<file path="src/rtl/ipl_pkg.sv">
// ipl_pkg -- shared definitions for the interrupt-priority-level event FIFO.
//   * IPL_W_DEF        : default width of the interrupt level bus
//   * ENTRY_TS_LSB     : bit offset of the timestamp field inside a queue entry
//   * entry_lvl_lsb/msb: bit range of the level field inside a queue entry
//   * STAT_*           : bit positions used by the register decoder when it
//                        packs the FIFO status into the host status word
//   * fifo_op_e        : which of push/pop actually execute in a cycle
package ipl_pkg;

  localparam int IPL_W_DEF = 3;

  // Queue entry layout: {level, timestamp}, timestamp in the low bits.
  localparam int ENTRY_TS_LSB = 0;

  function automatic int entry_lvl_lsb(input int ts_w);
    return ENTRY_TS_LSB + ts_w;
  endfunction

  function automatic int entry_lvl_msb(input int ipl_w, input int ts_w);
    return ENTRY_TS_LSB + ts_w + ipl_w - 1;
  endfunction

  // Host status word packing.
  localparam int STAT_NOT_EMPTY_BIT = 0;
  localparam int STAT_OVERFLOW_BIT  = 1;
  localparam int STAT_RD_VALID_BIT  = 2;
  localparam int STAT_LEVEL_LSB     = 4;
  localparam int STAT_COUNT_LSB     = 8;
  localparam int STAT_DROP_LSB      = 16;
  localparam int STAT_DATA_LSB      = 24;

  typedef enum logic [1:0] {
    FIFO_OP_IDLE = 2'b00,
    FIFO_OP_POP  = 2'b01,
    FIFO_OP_PUSH = 2'b10,
    FIFO_OP_BOTH = 2'b11
  } fifo_op_e;

endpackage

</file>
<file path="src/rtl/ipl_event_fifo_filter.sv">
// ipl_stable_filter -- debounces the interrupt level bus on sample ticks.
// A sample is accepted when all STABLE_CNT previously stored samples equal
// it, and it differs from the currently accepted level.
// Ports:
//   c200m       in   system clock
//   reset       in   asynchronous active-high reset
//   sample_tick in   one-cycle sample strobe
//   ipl_in      in   raw (already synchronised) level
//   cur_level   out  last accepted level
//   push        out  one-cycle pulse, the cycle cur_level first shows a new level
module ipl_stable_filter
  import ipl_pkg::*;
#(
  parameter int IPL_W      = IPL_W_DEF,
  parameter int STABLE_CNT = 3
) (
  input  logic             c200m,
  input  logic             reset,
  input  logic             sample_tick,
  input  logic [IPL_W-1:0] ipl_in,
  output logic [IPL_W-1:0] cur_level,
  output logic             push
);

  localparam int HIST_W = STABLE_CNT * IPL_W;

  logic [HIST_W-1:0] hist_q, hist_d;
  logic [IPL_W-1:0]  cur_level_q, cur_level_d;
  logic              push_q, push_d;
  logic              stable_s;

  // Compare every stored sample against the live input.
  always_comb begin
    stable_s = 1'b1;
    for (int i = 0; i < STABLE_CNT; i++) begin
      stable_s = stable_s & (hist_q[i*IPL_W +: IPL_W] == ipl_in);
    end
  end

  // History shift, acceptance and push pulse generation.
  always_comb begin
    hist_d      = hist_q;
    cur_level_d = cur_level_q;
    push_d      = 1'b0;
    if (sample_tick) begin
      // Newest sample enters at the bottom; the oldest falls off the top.
      hist_d = HIST_W'({hist_q, ipl_in});
      if (stable_s && (ipl_in != cur_level_q)) begin
        cur_level_d = ipl_in;
        push_d      = 1'b1;
      end else begin
        cur_level_d = cur_level_q;
        push_d      = 1'b0;
      end
    end else begin
      hist_d = hist_q;
    end
  end

  // Filter state registers.
  always_ff @(posedge c200m or posedge reset) begin
    if (reset) begin
      hist_q      <= {HIST_W{1'b0}};
      cur_level_q <= {IPL_W{1'b0}};
      push_q      <= 1'b0;
    end else begin
      hist_q      <= hist_d;
      cur_level_q <= cur_level_d;
      push_q      <= push_d;
    end
  end

  assign cur_level = cur_level_q;
  assign push      = push_q;

endmodule

</file>
<file path="src/rtl/ipl_event_fifo.sv">
// ipl_event_fifo -- queues debounced interrupt-level changes with a
// saturating inter-event timestamp; the host pops entries one at a time.
// Ports:
//   c200m       in   system clock
//   reset       in   asynchronous active-high reset
//   sample_tick in   one-cycle CPU-clock sample strobe
//   ipl_in      in   interrupt level bus (already synchronised)
//   pop         in   one-cycle read strobe from the host
//   flush       in   one-cycle strobe, empties the queue
//   rd_data     out  {level, timestamp} of the last popped entry
//   rd_valid    out  rd_data holds a real entry
//   count       out  queue occupancy
//   not_empty   out  count != 0 (interrupt pending)
//   overflow    out  sticky: an event was dropped since last flush/reset
//   drop_cnt    out  saturating count of dropped events
//   cur_level   out  last accepted level
module ipl_event_fifo
  import ipl_pkg::*;
#(
  parameter int IPL_W      = IPL_W_DEF,
  parameter int FIFO_DEPTH = 64,
  parameter int STABLE_CNT = 3,
  parameter int TS_W       = 8,
  parameter int DROP_W     = 8,
  parameter int CNT_W      = $clog2(FIFO_DEPTH + 1)
) (
  input  logic                  c200m,
  input  logic                  reset,
  input  logic                  sample_tick,
  input  logic [IPL_W-1:0]      ipl_in,
  input  logic                  pop,
  input  logic                  flush,
  output logic [IPL_W+TS_W-1:0] rd_data,
  output logic                  rd_valid,
  output logic [CNT_W-1:0]      count,
  output logic                  not_empty,
  output logic                  overflow,
  output logic [DROP_W-1:0]     drop_cnt,
  output logic [IPL_W-1:0]      cur_level
);

  localparam int ENT_W   = IPL_W + TS_W;
  localparam int PTR_W   = $clog2(FIFO_DEPTH);
  localparam int LVL_LSB = entry_lvl_lsb(TS_W);
  localparam int LVL_MSB = entry_lvl_msb(IPL_W, TS_W);

  localparam logic [PTR_W-1:0]  PTR_LAST = PTR_W'(FIFO_DEPTH - 1);
  localparam logic [CNT_W-1:0]  CNT_FULL = CNT_W'(FIFO_DEPTH);
  localparam logic [TS_W-1:0]   TS_MAX   = {TS_W{1'b1}};
  localparam logic [DROP_W-1:0] DROP_MAX = {DROP_W{1'b1}};

  logic [IPL_W-1:0]  cur_level_s;
  logic              push_s;

  logic [ENT_W-1:0]  mem_q [FIFO_DEPTH];
  logic [PTR_W-1:0]  wr_ptr_q, wr_ptr_d;
  logic [PTR_W-1:0]  rd_ptr_q, rd_ptr_d;
  logic [CNT_W-1:0]  count_q, count_d;
  logic [ENT_W-1:0]  rd_data_q, rd_data_d;
  logic              rd_valid_q, rd_valid_d;
  logic              not_empty_q, not_empty_d;
  logic              overflow_q, overflow_d;
  logic [DROP_W-1:0] drop_cnt_q, drop_cnt_d;
  logic [TS_W-1:0]   ts_cnt_q, ts_cnt_d;

  logic              pop_ok_s;
  logic              push_ok_s;
  logic              drop_s;
  logic              mem_we_s;
  logic [ENT_W-1:0]  entry_s;
  logic [ENT_W-1:0]  empty_word_s;
  fifo_op_e          op_s;

  ipl_stable_filter #(
    .IPL_W      (IPL_W),
    .STABLE_CNT (STABLE_CNT)
  ) u_filter (
    .c200m       (c200m),
    .reset       (reset),
    .sample_tick (sample_tick),
    .ipl_in      (ipl_in),
    .cur_level   (cur_level_s),
    .push        (push_s)
  );

  function automatic logic [PTR_W-1:0] ptr_next(input logic [PTR_W-1:0] ptr);
    if (ptr == PTR_LAST) begin
      return {PTR_W{1'b0}};
    end else begin
      return ptr + PTR_W'(1);
    end
  endfunction

  // Entry to be written and the word returned by a pop on an empty queue.
  // cur_level already holds the new level in the cycle the push pulse is high.
  always_comb begin
    entry_s                                = {ENT_W{1'b0}};
    entry_s[LVL_MSB:LVL_LSB]               = cur_level_s;
    entry_s[ENTRY_TS_LSB +: TS_W]          = ts_cnt_q;
    empty_word_s                           = {ENT_W{1'b0}};
    empty_word_s[LVL_MSB:LVL_LSB]          = cur_level_s;
  end

  // Queue control: pointers, occupancy, read port, overflow and timestamp.
  always_comb begin
    wr_ptr_d    = wr_ptr_q;
    rd_ptr_d    = rd_ptr_q;
    count_d     = count_q;
    rd_data_d   = rd_data_q;
    rd_valid_d  = rd_valid_q;
    overflow_d  = overflow_q;
    drop_cnt_d  = drop_cnt_q;
    ts_cnt_d    = ts_cnt_q;
    mem_we_s    = 1'b0;

    // A pop only frees space when something is there; a full queue still
    // accepts a push if a real pop happens in the same cycle.
    pop_ok_s  = pop & ~flush & (count_q != {CNT_W{1'b0}});
    push_ok_s = push_s & ~flush & ((count_q < CNT_FULL) | pop_ok_s);
    drop_s    = push_s & ~flush & ~push_ok_s;
    op_s      = fifo_op_e'({push_ok_s, pop_ok_s});

    // Timestamp counts ticks since the last accepted event, even when the
    // event itself was dropped or flushed away.
    if (push_s) begin
      if (sample_tick) begin
        ts_cnt_d = TS_W'(1);
      end else begin
        ts_cnt_d = {TS_W{1'b0}};
      end
    end else if (sample_tick && (ts_cnt_q != TS_MAX)) begin
      ts_cnt_d = ts_cnt_q + TS_W'(1);
    end else begin
      ts_cnt_d = ts_cnt_q;
    end

    if (flush) begin
      wr_ptr_d   = {PTR_W{1'b0}};
      rd_ptr_d   = {PTR_W{1'b0}};
      count_d    = {CNT_W{1'b0}};
      rd_valid_d = 1'b0;
      overflow_d = 1'b0;
      drop_cnt_d = {DROP_W{1'b0}};
    end else begin
      if (pop_ok_s) begin
        rd_data_d  = mem_q[rd_ptr_q];
        rd_valid_d = 1'b1;
        rd_ptr_d   = ptr_next(rd_ptr_q);
      end else if (pop) begin
        rd_data_d  = empty_word_s;
        rd_valid_d = 1'b0;
      end else begin
        rd_data_d  = rd_data_q;
        rd_valid_d = rd_valid_q;
      end

      if (push_ok_s) begin
        mem_we_s = 1'b1;
        wr_ptr_d = ptr_next(wr_ptr_q);
      end else begin
        mem_we_s = 1'b0;
      end

      if (drop_s) begin
        overflow_d = 1'b1;
        if (drop_cnt_q != DROP_MAX) begin
          drop_cnt_d = drop_cnt_q + DROP_W'(1);
        end else begin
          drop_cnt_d = drop_cnt_q;
        end
      end else begin
        overflow_d = overflow_q;
      end

      case (op_s)
        FIFO_OP_PUSH: count_d = count_q + CNT_W'(1);
        FIFO_OP_POP:  count_d = count_q - CNT_W'(1);
        FIFO_OP_BOTH: count_d = count_q;
        FIFO_OP_IDLE: count_d = count_q;
        default:      count_d = count_q;
      endcase
    end

    not_empty_d = (count_d != {CNT_W{1'b0}});
  end

  // Control and output registers.
  always_ff @(posedge c200m or posedge reset) begin
    if (reset) begin
      wr_ptr_q    <= {PTR_W{1'b0}};
      rd_ptr_q    <= {PTR_W{1'b0}};
      count_q     <= {CNT_W{1'b0}};
      rd_data_q   <= {ENT_W{1'b0}};
      rd_valid_q  <= 1'b0;
      not_empty_q <= 1'b0;
      overflow_q  <= 1'b0;
      drop_cnt_q  <= {DROP_W{1'b0}};
      ts_cnt_q    <= {TS_W{1'b0}};
    end else begin
      wr_ptr_q    <= wr_ptr_d;
      rd_ptr_q    <= rd_ptr_d;
      count_q     <= count_d;
      rd_data_q   <= rd_data_d;
      rd_valid_q  <= rd_valid_d;
      not_empty_q <= not_empty_d;
      overflow_q  <= overflow_d;
      drop_cnt_q  <= drop_cnt_d;
      ts_cnt_q    <= ts_cnt_d;
    end
  end

  // Entry storage; contents need no reset since count gates every read.
  always_ff @(posedge c200m) begin
    if (mem_we_s) begin
      mem_q[wr_ptr_q] <= entry_s;
    end
  end

  assign rd_data   = rd_data_q;
  assign rd_valid  = rd_valid_q;
  assign count     = count_q;
  assign not_empty = not_empty_q;
  assign overflow  = overflow_q;
  assign drop_cnt  = drop_cnt_q;
  assign cur_level = cur_level_s;

endmodule

</file>
<file path="config.mk">
export PLATFORM = sky130hd
export DESIGN_NAME = ipl_event_fifo
export DESIGN_NICKNAME = d
export VERILOG_FILES = /design/src/rtl/ipl_pkg.sv /design/src/rtl/ipl_event_fifo_filter.sv /design/src/rtl/ipl_event_fifo.sv
export SDC_FILE = /design/constraint.sdc
export NUM_CORES = 1
export LEC_CHECK = 0
export ABC_AREA = 1
export CAP_MARGIN = 20
export CORE_ASPECT_RATIO = 1.75
export CORE_MARGIN = 3
export CORE_UTILIZATION = 44
export DETAILED_ROUTE_END_ITERATION = 7
export DONT_BUFFER_PORTS = 1
export HOLD_SLACK_MARGIN = 0.08
export PLACE_DENSITY_LB_ADDON = 0.25
export SYNTH_ARGS = -nofsm -noshare
export SYNTH_HDL_FRONTEND = slang
export SYNTH_SLANG_ARGS = --single-unit
</file>
<file path="constraint.sdc">
create_clock -name c200m -period 3.2 [get_ports c200m]
set_input_delay 0.64 -clock c200m [delete_from_list [all_inputs] [get_ports c200m]]
set_output_delay 0.64 -clock c200m [all_outputs]
set_load 0.05 [all_outputs]
</file>
==> impl_metrics.csv, run 1 <==
group,metric,value,unit
sta,rsz0062_at_grt,"no",
setup_path,r2r_start,"rd_ptr_q[0]$_DFFE_PP0P_",
setup_path,reg2reg_slack,500,ps
yosys,synth_area_per_cell,11.3,um2
setup_path,crit_buf_inv,2,
cells_and_area,instances_no_fill,3869,
clock_network,h-tree-depth,3,
setup_path,path_depth,12,
setup_path,r2r_end,"rd_data[0]$_DFFE_PP0P_",
sta,finalMaxSlewViolations,0,
sta,setup_viol,0,
clock_network,clock_latency,610,ps
setup_path,crit_top_cell,"nand2_1",
clock_network,clockBufferDepth,3,
sta,hold_viol_final,0,
routing,drt_first_pass_iters,5,
sta,final.setup.tns,0,ps
setup_path,crit_chain,"inv_8, buf_12, nand2_1, nand2_1, nand2_1, nand3_1, nand3_1, nand2_1, nand2_1, nand3_1, nand3_1, nand2_1",
sta,worst_slew_pin_slew,950,ps
setup_path,crit_type,"reg -> reg",
setup_path,cp_max_fo,70,
yosys,syn-num-nets,2874,
place,post-place-ws,431,ps
run,cap_violations,0,
clock_network,clk_pin_slew,70,ps
place,hpwl,52.5,mm
setup_path,r2r_cells,12,
grt,grt_pass1_vias,21000,
place,io_buffers,0,
setup_path,startpoint_type,"flip-flop",
clock_network,cts_tree,"built",
routing,route.vias.total,21300,
sta,fmax,370,MHz
floorplan,row_count,130,
grt,antenna_found_initial,0,
grt,grt_use_total,22.2,%
routing,antenna_left,0,
cells_and_area,drive_above_1_share,8.69,%
floorplan,die-area,76500,um2
pwr,p_leak,13.2,nW
cells_and_area,num-nets-final,2909,
setup_path,cp-startpoint,"rd_ptr_q[0]$_DFFE_PP0P_",
routing,routedWlPerCell,22.0,um
place,dp_cells,3744,
place,place_congestion,0.954,
setup_path,slowest_delay,700,ps
setup_path,cp-end-kind,"flip-flop",
floorplan,ios,40,
clock_network,cts_root_buffer,"clkbuf_16",
cells_and_area,n_antenna_cell,0,
yosys,synth_area,32200,um2
clock_network,cts.sinks,766,
cells_and_area,postLayoutCoreUtil,49.6,%
routing,drc,0,
pwr,ir_worst_vdd,0.449,mV
clock_network,cts_made_buffers,68,
setup_path,required,3740,ps
sta,min_period,2700,ps
setup_path,setup.worst_path.end,"rd_data[0]$_DFFE_PP0P_",
sta,setup_slack,501,ps
cells_and_area,fillerInstances,6266,
pwr,finalPower,0.0269,W
yosys,synth_seq_cells,766,
grt,grt_max_degree,120,
floorplan,die_width,210,um
yosys,yosysSeqAreaShare,70.5,%
floorplan,die_h,364,um
clock_network,post-cts-setup-buffer-count,0,
setup_path,arrival,3240,ps
yosys,postSynthCellCount,2855,
routing,drt-total-wl,85.0,mm
sta,post-route-period-util,84.4,%
routing,vias_per_cell,5.51,
grt,grt_pass1_wl,129,mm
cells_and_area,regArea,22700,um2
yosys,synth_cell_types,36,
hold_path,hp-class,"in -> reg",
routing,drt_iter0_markers,2044,
clock_network,post_cts_resized,0,
setup_path,cp_top_family,"simple AND/OR/NAND/NOR gates",
cells_and_area,multi_input_area,7870,um2
floorplan,initial_utilization,44.6,%
outcome,outcome,"completed",
sta,maxSlewHeadroom,36.7,%
pwr,p_per_area,753,nW/um2
setup_path,critPathSlowestCell,"dfrtp_4",
yosys,yosysWarnings,0,
clock_network,hold_buffers,0,
floorplan,core,72100,um2
sta,skew,26.0,ps
cells_and_area,area_growth_syn_to_layout,11.1,%
grt,gr-total-overflow,0,
layout make-up:
cell class / instances / area share, %
Sequential cell: 766 / 63.6
Multi-Input combinational cell: 1731 / 22.0
Clock buffer: 96 / 5.23
Tap cell: 924 / 3.24
Timing Repair Buffer: 127 / 3.23
Inverter: 196 / 2.09
Clock inverter: 29 / 0.592
sequential cells by signal, indices dropped and copies added (netlist names):
| register | count |
|---|---|
| count | 7 |
| drop_cnt | 8 |
| mem_q | 704 |
| not_empty | 1 |
| overflow | 1 |
| rd_data | 11 |
| rd_ptr_q | 6 |
| rd_valid | 1 |
| ts_cnt_q | 8 |
| u_filter.cur_level | 3 |
| u_filter.hist_q | 9 |
| u_filter.push | 1 |
| wr_ptr_q | 6 |
placed cells by master (no fill, tap or decap), drive strengths merged, types with 10 or more instances in the layout:
master    n
nor2    382
o211ai   77
or2      17
o22ai    23
o21ai   214
clkinv   23
clkbuf   96
nor3     14
nand3   357
a21oi    19
dfrtp    62
nand2   587
ha       10
edfxtp  704
buf     127
inv     199
cells by family (layout without fill, tap and decap cells):
logic type	after synthesis	count (layout)	share of synthesized area, %
AOI/OAI and AO/OA	341	341	6.06
DFF	766	766	70.5
adders and majority gates	11	11	0.451
xor gates and xnor gates	10	10	0.272
and+or+nand+nor	1369	1369	17.7
buffers and inverters	358	448	5.02
metal layers:
metal | share of wire, % | up-vias | wire, um | track usage [%]
met4 | 4.3 | 0 | 3650 | 9.36
li1 | - | 9945 | - | -
met1 | 38 | 10500 | 32100 | 26.6
met5 | 0 | - | 0 | 0
met3 | 5.6 | 164 | 4790 | 2.94
met2 | 52 | 746 | 44400 | 40.1
synthesized netlist by cell type:
| library cell | n | area [um2] |
|---|---|---|
| o21ai_1 | 31 | 155 |
| nand3b_1 | 1 | 7.51 |
| nor4_1 | 3 | 18.8 |
| buf_4 | 20 | 150 |
| nand3_2 | 1 | 10.0 |
| nand2_1 | 586 | 2200 |
| buf_2 | 64 | 320 |
| a211oi_1 | 1 | 7.51 |
| nand4_1 | 8 | 50.1 |
| nand2_2 | 1 | 6.26 |
| inv_4 | 1 | 6.26 |
| fa_1 | 1 | 20.0 |
| clkbuf_1 | 41 | 154 |
| o21a_1 | 2 | 15.0 |
| inv_2 | 5 | 18.8 |
| a21oi_1 | 19 | 95.1 |
| buf_1 | 22 | 82.6 |
| o211ai_1 | 77 | 578 |
| clkinv_1 | 1 | 3.75 |
| a32o_1 | 1 | 10.0 |
| buf_6 | 15 | 169 |
| o21ai_0 | 183 | 916 |
| dfrtp_1 | 62 | 1550 |
| nand3_1 | 356 | 1780 |
| edfxtp_1 | 704 | 21100 |
| a21o_1 | 1 | 7.51 |
| xnor2_1 | 7 | 61.3 |
| o22ai_1 | 23 | 144 |
| a31oi_1 | 2 | 12.5 |
| nor3_1 | 14 | 70.1 |
| ha_1 | 10 | 125 |
| or2_2 | 17 | 106 |
| inv_1 | 189 | 709 |
| nor2_1 | 382 | 1430 |
| o32ai_1 | 1 | 8.76 |
| xor2_1 | 3 | 26.3 |
stage by stage:
step | cell area (um2) | hold WS [ps]
2_1_floorplan | 32200 | 454
3_3_place_gp | 33600 | 470
3_5_place_dp | 33600 | 481
4_1_cts | 35700 | 123
5_1_grt | 35700 | 144
6_report | 35700 | 159
how the worst min path moves through the flow:
stage | slack [ps] | start | cells past startpoint | endpoint
after floorplan | 450 | u_filter.push$_DFF_PP0_ | 1 | ts_cnt_q[2]$_DFFE_PP0P_
after global placement | 470 | u_filter.push$_DFF_PP0_ | 1 | ts_cnt_q[2]$_DFFE_PP0P_
after detailed placement | 480 | u_filter.push$_DFF_PP0_ | 1 | ts_cnt_q[2]$_DFFE_PP0P_
after CTS | 120 | sample_tick | 1 | u_filter.hist_q[4]$_DFFE_PP0P_
after global routing | 140 | sample_tick | 1 | u_filter.hist_q[6]$_DFFE_PP0P_
final | 160 | sample_tick | 1 | u_filter.hist_q[4]$_DFFE_PP0P_
power breakdown:
| group | switching (W) | internal (W) |
|---|---|---|
| registers | 0.000719 | 0.0118 |
| clock network | 0.00358 | 0.00427 |
| logic | 0.00469 | 0.00183 |
| total | 0.00898 | 0.0179 |
Power figures use the tool's default switching activity.
==> run 2: changes to the inputs <==
Clock period 3.2 ns to 2.81 ns, I/O delays scaled along.
==> impl_metrics.csv, run 2 (synthesized netlist as in run 1, its figures left out) <==
group,metric,value,unit
setup_path,slowest_delay,550,ps
setup_path,reg2reg_slack,320,ps
setup_path,crit_chain,"inv_8, buf_4, nand2_1, nand3_1, nand3_1, nand3_1, nand2_1, nand2_1, nand3_1, nand3_1, nand2_1, inv_1",
cells_and_area,regMostFlops,"mem_q",
hold_path,hp-class,"in -> reg",
routing,drt_iter0_markers,2140,
place,dpl-instance-area,33800,um2
sta,final.setup.tns,0,ps
floorplan,initial_utilization,44.6,%
pwr,p_leak,13.4,nW
pwr,ir_worst_vdd,0.835,mV
cells_and_area,layout_commonest_cell,"edfxtp_1",
clock_network,post_cts_resized,0,
place,io_buffers,0,
clock_network,h-tree-depth,3,
grt,grt_use_total,22.9,%
setup_path,cp_max_fo,68,
sta,rsz0062_at_grt,"no",
setup_path,r2r_end,"rd_data[9]$_DFFE_PP0P_",
pwr,finalPower,0.0313,W
place,dp_cells,3759,
cells_and_area,instances_no_fill,3888,
grt,antenna_found_initial,0,
routing,vias_per_cell,5.53,
routing,antenna_left,0,
clock_network,cts.sinks,766,
sta,setup_viol,0,
hold_path,worstHoldPathCells,3,
clock_network,cts_root_buffer,"clkbuf_16",
setup_path,startpoint_type,"flip-flop",
grt,gr-total-overflow,0,
routing,drt_first_pass_iters,5,
routing,drt-total-wl,87.8,mm
cells_and_area,regArea,22700,um2
cells_and_area,num-nets-final,2930,
floorplan,die_width,210,um
sta,fmax,402,MHz
clock_network,clock_latency,610,ps
sta,skew,27.7,ps
setup_path,r2r_start,"rd_ptr_q[0]$_DFFE_PP0P_",
setup_path,r2r_cells,12,
clock_network,clockBufferDepth,3,
cells_and_area,largest_register_ffs,704,
hold_path,hold_end,"rd_valid$_DFFE_PP0P_",
setup_path,arrival,3030,ps
cells_and_area,fillerInstances,6331,
floorplan,core,72100,um2
setup_path,cp_top_family,"simple AND/OR/NAND/NOR gates",
clock_network,clk_pin_slew,60,ps
sta,hold_viol_final,0,
grt,grt_pass1_vias,21400,
floorplan,die-area,76500,um2
setup_path,cp-end-kind,"flip-flop",
setup_path,crit_type,"reg -> reg",
clock_network,post-cts-setup-buffer-count,0,
pwr,p_per_area,869,nW/um2
hold_path,min_from,"flush",
place,place_congestion,0.888,
routing,route.vias.total,21500,
routing,routedWlPerCell,22.6,um
outcome,outcome,"completed",
clock_network,cts_tree,"built",
setup_path,crit_buf_inv,3,
cells_and_area,drive_above_1_share,9.38,%
cells_and_area,finalInstanceArea,36000,um2
cells_and_area,multi_input_area,7880,um2
place,hpwl,55.0,mm
sta,finalMaxSlewViolations,0,
cells_and_area,area_growth_syn_to_layout,12.0,%
grt,grt_max_degree,109,
routing,drc,0,
sta,post-route-period-util,88.6,%
floorplan,row_count,130,
setup_path,critPathSlowestCell,"dfrtp_4",
cells_and_area,postLayoutCoreUtil,50.0,%
grt,grt_pass1_wl,132,mm
cells_and_area,layout_common_cells,"edfxtp_1, nand2_1, nor2_1, nand3_1, inv_1",
setup_path,crit_top_cell,"nand3_1",
sta,min_period,2490,ps
floorplan,die_h,364,um
sta,maxSlewHeadroom,32.9,%
sta,worst_slew_pin_slew,1010,ps
floorplan,ios,40,
setup_path,required,3350,ps
run,cap_violations,0,
clock_network,cts_made_buffers,69,
-- run 2: changes by cell type in the layout (fill, tap and decap cells not counted) --
cell,previous run,this run
buf_12,16,15
buf_4,111,127
bufinv_16,2,8
clkbuf_1,24,16
clkbuf_8,2,1
clkinv_2,7,8
clkinv_4,1,0
diode_2,0,1
dlygate4sd3_1,0,5
ha_1,10,9
ha_2,0,1
inv_6,5,6
-- run 2: worst register-to-register path: stages, from the launching register on --
cell and delay [ps]:
dfrtp_4 550, inv_8 380, buf_4 410, nand2_1 110
nand3_1 80, nand3_1 130, nand3_1 130, nand2_1 110
nand2_1 130, nand3_1 90, nand3_1 190, nand2_1 80
inv_1 60
-- run 2: final cells by class --
type | count | share of cell area (%)
well taps | 924 | 3.21
inverters | 196 | 2.08
clock inverters | 36 | 1.10
multi-input cells | 1731 | 21.9
flip-flops and latches | 766 | 63.1
repair buffers | 147 | 3.62
diodes | 1 | 0.00695
clock buffers | 87 | 5.07
-- run 2: power by group --
group / switching [W] / total [W] / internal [W]
combinational: 0.00569 / 0.00778 / 0.00209
sequential: 0.000595 / 0.0141 / 0.0135
clock: 0.00410 / 0.00947 / 0.00537
total: 0.0104 / 0.0313 / 0.0209
-- run 2: through the flow --
step	setup WS, ps	hold slack (ps)
6_report	321	108
5_1_grt	39.1	101
4_1_cts	317	80.1
3_5_place_dp	329	482
3_3_place_gp	252	480
2_1_floorplan	14.6	454
-- run 2: worst max-delay path by stage --
stage	start	to	cells after the start
after CTS	rd_ptr_q[0]$_DFFE_PP0P_	rd_data[4]$_DFFE_PP0P_	11
after detailed placement	flush	not_empty$_DFF_PP0_	15
after global routing	count[6]$_DFF_PP0_	not_empty$_DFF_PP0_	16
final	rd_ptr_q[0]$_DFFE_PP0P_	rd_data[9]$_DFFE_PP0P_	12
after floorplan	flush	not_empty$_DFF_PP0_	17
after global placement	count[6]$_DFF_PP0_	not_empty$_DFF_PP0_	16
-- run 2: metal layers --
layer  vias up  global-route usage [%]  wire [um]
li1       9972                       -          -
met1     10600                    27.8      33500
met2       795                    40.4      44900
met3       170                    2.96       4960
met4         0                    10.9       4410
met5         -                       0          0
-- run 2: timing repair --
action | 4_1_cts | 5_1_grt
hold buffers | 5 | 0
endpoints found under the setup margin | 0 | 0
endpoints found under the hold margin | 28 | 0
==> run 3: changes to the inputs <==
Settings changed: CTS_CLUSTER_SIZE set to 8, REMOVE_ABC_BUFFERS set to 1.
==> impl_metrics.csv, run 3 (synthesized netlist as in run 1, its figures left out) <==
group,metric,value,unit
floorplan,die_h,364,um
clock_network,cts_root_buffer,"clkbuf_16",
setup_path,r2r_start,"count[6]$_DFF_PP0_",
cells_and_area,drive_above_1_share,9.63,%
setup_path,r2r_cells,16,
setup_path,crit_type,"reg -> reg",
sta,final.setup.tns,0,ps
grt,grt_max_degree,114,
setup_path,r2r_end,"not_empty$_DFF_PP0_",
grt,grt_pass1_vias,21800,
clock_network,h-tree-depth,3,
sta,post-route-period-util,89.4,%
clock_network,clk_pin_slew,50,ps
routing,routedWlPerCell,22.1,um
cells_and_area,area_growth_syn_to_layout,14.3,%
setup_path,startpoint_type,"flip-flop",
sta,skew,23.9,ps
setup_path,arrival,3060,ps
routing,drc,0,
routing,drt_iter0_markers,1677,
setup_path,cp-startpoint,"count[6]$_DFF_PP0_",
outcome,outcome,"completed",
routing,route.vias.total,21700,
floorplan,initial_utilization,44.6,%
setup_path,setup.worst_path.end,"not_empty$_DFF_PP0_",
sta,min_period,2510,ps
routing,antenna_left,0,
grt,antenna_found_initial,0,
grt,grt_pass1_wl,131,mm
grt,grt_use_total,22.7,%
run,cap_violations,0,
cells_and_area,fillerInstances,6177,
clock_network,clock_latency,670,ps
clock_network,cts_tree,"built",
floorplan,ios,40,
clock_network,cts_made_buffers,105,
cells_and_area,largest_register_ffs,704,
cells_and_area,num-nets-final,2960,
cells_and_area,multi_input_area,7880,um2
grt,gr-total-overflow,0,
pwr,ir_worst_vdd,0.684,mV
sta,rsz0062_at_grt,"no",
sta,maxSlewHeadroom,36.5,%
setup_path,required,3360,ps
routing,vias_per_cell,5.54,
pwr,finalPower,0.0331,W
setup_path,cp_max_fo,7,
cells_and_area,regMostFlops,"mem_q",
sta,fmax,398,MHz
pwr,p_per_area,901,nW/um2
cells_and_area,layout_commonest_cell,"edfxtp_1",
sta,worst_slew_pin_slew,953,ps
pwr,p_leak,13.7,nW
place,io_buffers,0,
setup_path,cp-end-kind,"flip-flop",
sta,setup_viol,0,
setup_path,reg2reg_slack,300,ps
place,place_congestion,0.939,
floorplan,row_count,130,
floorplan,die_width,210,um
clock_network,clockBufferDepth,3,
floorplan,die-area,76500,um2
place,hpwl,51.9,mm
hold_path,hp-class,"in -> reg",
sta,hold_viol_final,0,
routing,drt-total-wl,86.7,mm
cells_and_area,layout_common_cells,"edfxtp_1, nand2_1, nor2_1, nand3_1, inv_1",
cells_and_area,n_antenna_cell,0,
cells_and_area,regArea,22700,um2
sta,finalMaxSlewViolations,0,
floorplan,core,72100,um2
routing,drt_first_pass_iters,6,
clock_network,cts.sinks,766,
==> run 3: cell types whose count changed in the layout (fill, tap and decap cells not counted), moves of 3 or more <==
cell | previous run | this run
clkinv_2 | 8 | 0
dlygate4sd3_1 | 5 | 8
buf_12 | 15 | 21
clkbuf_1 | 16 | 43
bufinv_16 | 8 | 0
clkinv_1 | 14 | 1
buf_4 | 127 | 112
clkbuf_16 | 70 | 107
==> run 3: worst min path at each step <==
stage	start	end	slack (ps)	cells past startpoint
after floorplan	u_filter.push$_DFF_PP0_	ts_cnt_q[2]$_DFFE_PP0P_	450	1
after global placement	u_filter.push$_DFF_PP0_	ts_cnt_q[2]$_DFFE_PP0P_	470	1
after detailed placement	u_filter.push$_DFF_PP0_	ts_cnt_q[2]$_DFFE_PP0P_	480	1
after CTS	flush	drop_cnt[6]$_DFFE_PP0P_	80	2
after global routing	flush	drop_cnt[6]$_DFFE_PP0P_	110	2
final	flush	drop_cnt[6]$_DFFE_PP0P_	110	2
==> run 3: per-stage QoR <==
stage                     hold slack, ps  cells  utilization, %  worst slack, ps  instance area, um2
after floorplan                      454   2693               -            -7390               31300
after global placement               467   3750            46.9              214               33800
after detailed placement             477   3750            46.9              252               33800
after CTS                           80.7   3914            51.0              277               36800
after global routing                 114   3914            51.0             57.1               36800
final                                106   3914            51.0              299               36800
==> run 3: power by group <==
part | internal, W | switching (W) | total [W]
Sequential | 0.0135 | 0.000670 | 0.0142
Combinational | 0.00212 | 0.00541 | 0.00753
Clock | 0.00690 | 0.00452 | 0.0114
Total | 0.0225 | 0.0106 | 0.0331
==> run 3: area by class of cell <==
class,instances,share of cell area [%]
Sequential cell,766,61.8
Clock inverter,5,0.180
Timing Repair Buffer,141,3.65
Clock buffer,151,7.76
Tap cell,924,3.14
Inverter,196,2.04
Multi-Input combinational cell,1731,21.4
==> run 3: worst max-delay path: stages (launching register included) <==
cell and delay [ps]:
dfrtp_1 370, nor3_1 210, nand3_1 90, inv_1 100
nor2_1 60, ha_1 320, ha_1 400, nand3_1 130
nand3_1 90, nand2_1 70, nand2_1 60, a21oi_1 160
nor2_1 60, nor2_1 80, nand2_1 60, nand2_1 70
nand3_1 60
==> run 3: timing repair <==
item,4_1_cts,5_1_grt
endpoints found under the hold margin,49,0
setup buffers,0,0
endpoints found under the setup margin,0,1
gates resized for setup,0,1
hold buffers,8,0
==> run 3: per-layer routing <==
layer,up-vias,global-route usage (%),wire (um)
li1,10000,-,-
met1,10700,26.6,32100
met2,771,40.0,44800
met3,209,3.15,4800
met4,0,13.2,4950
met5,-,0,0
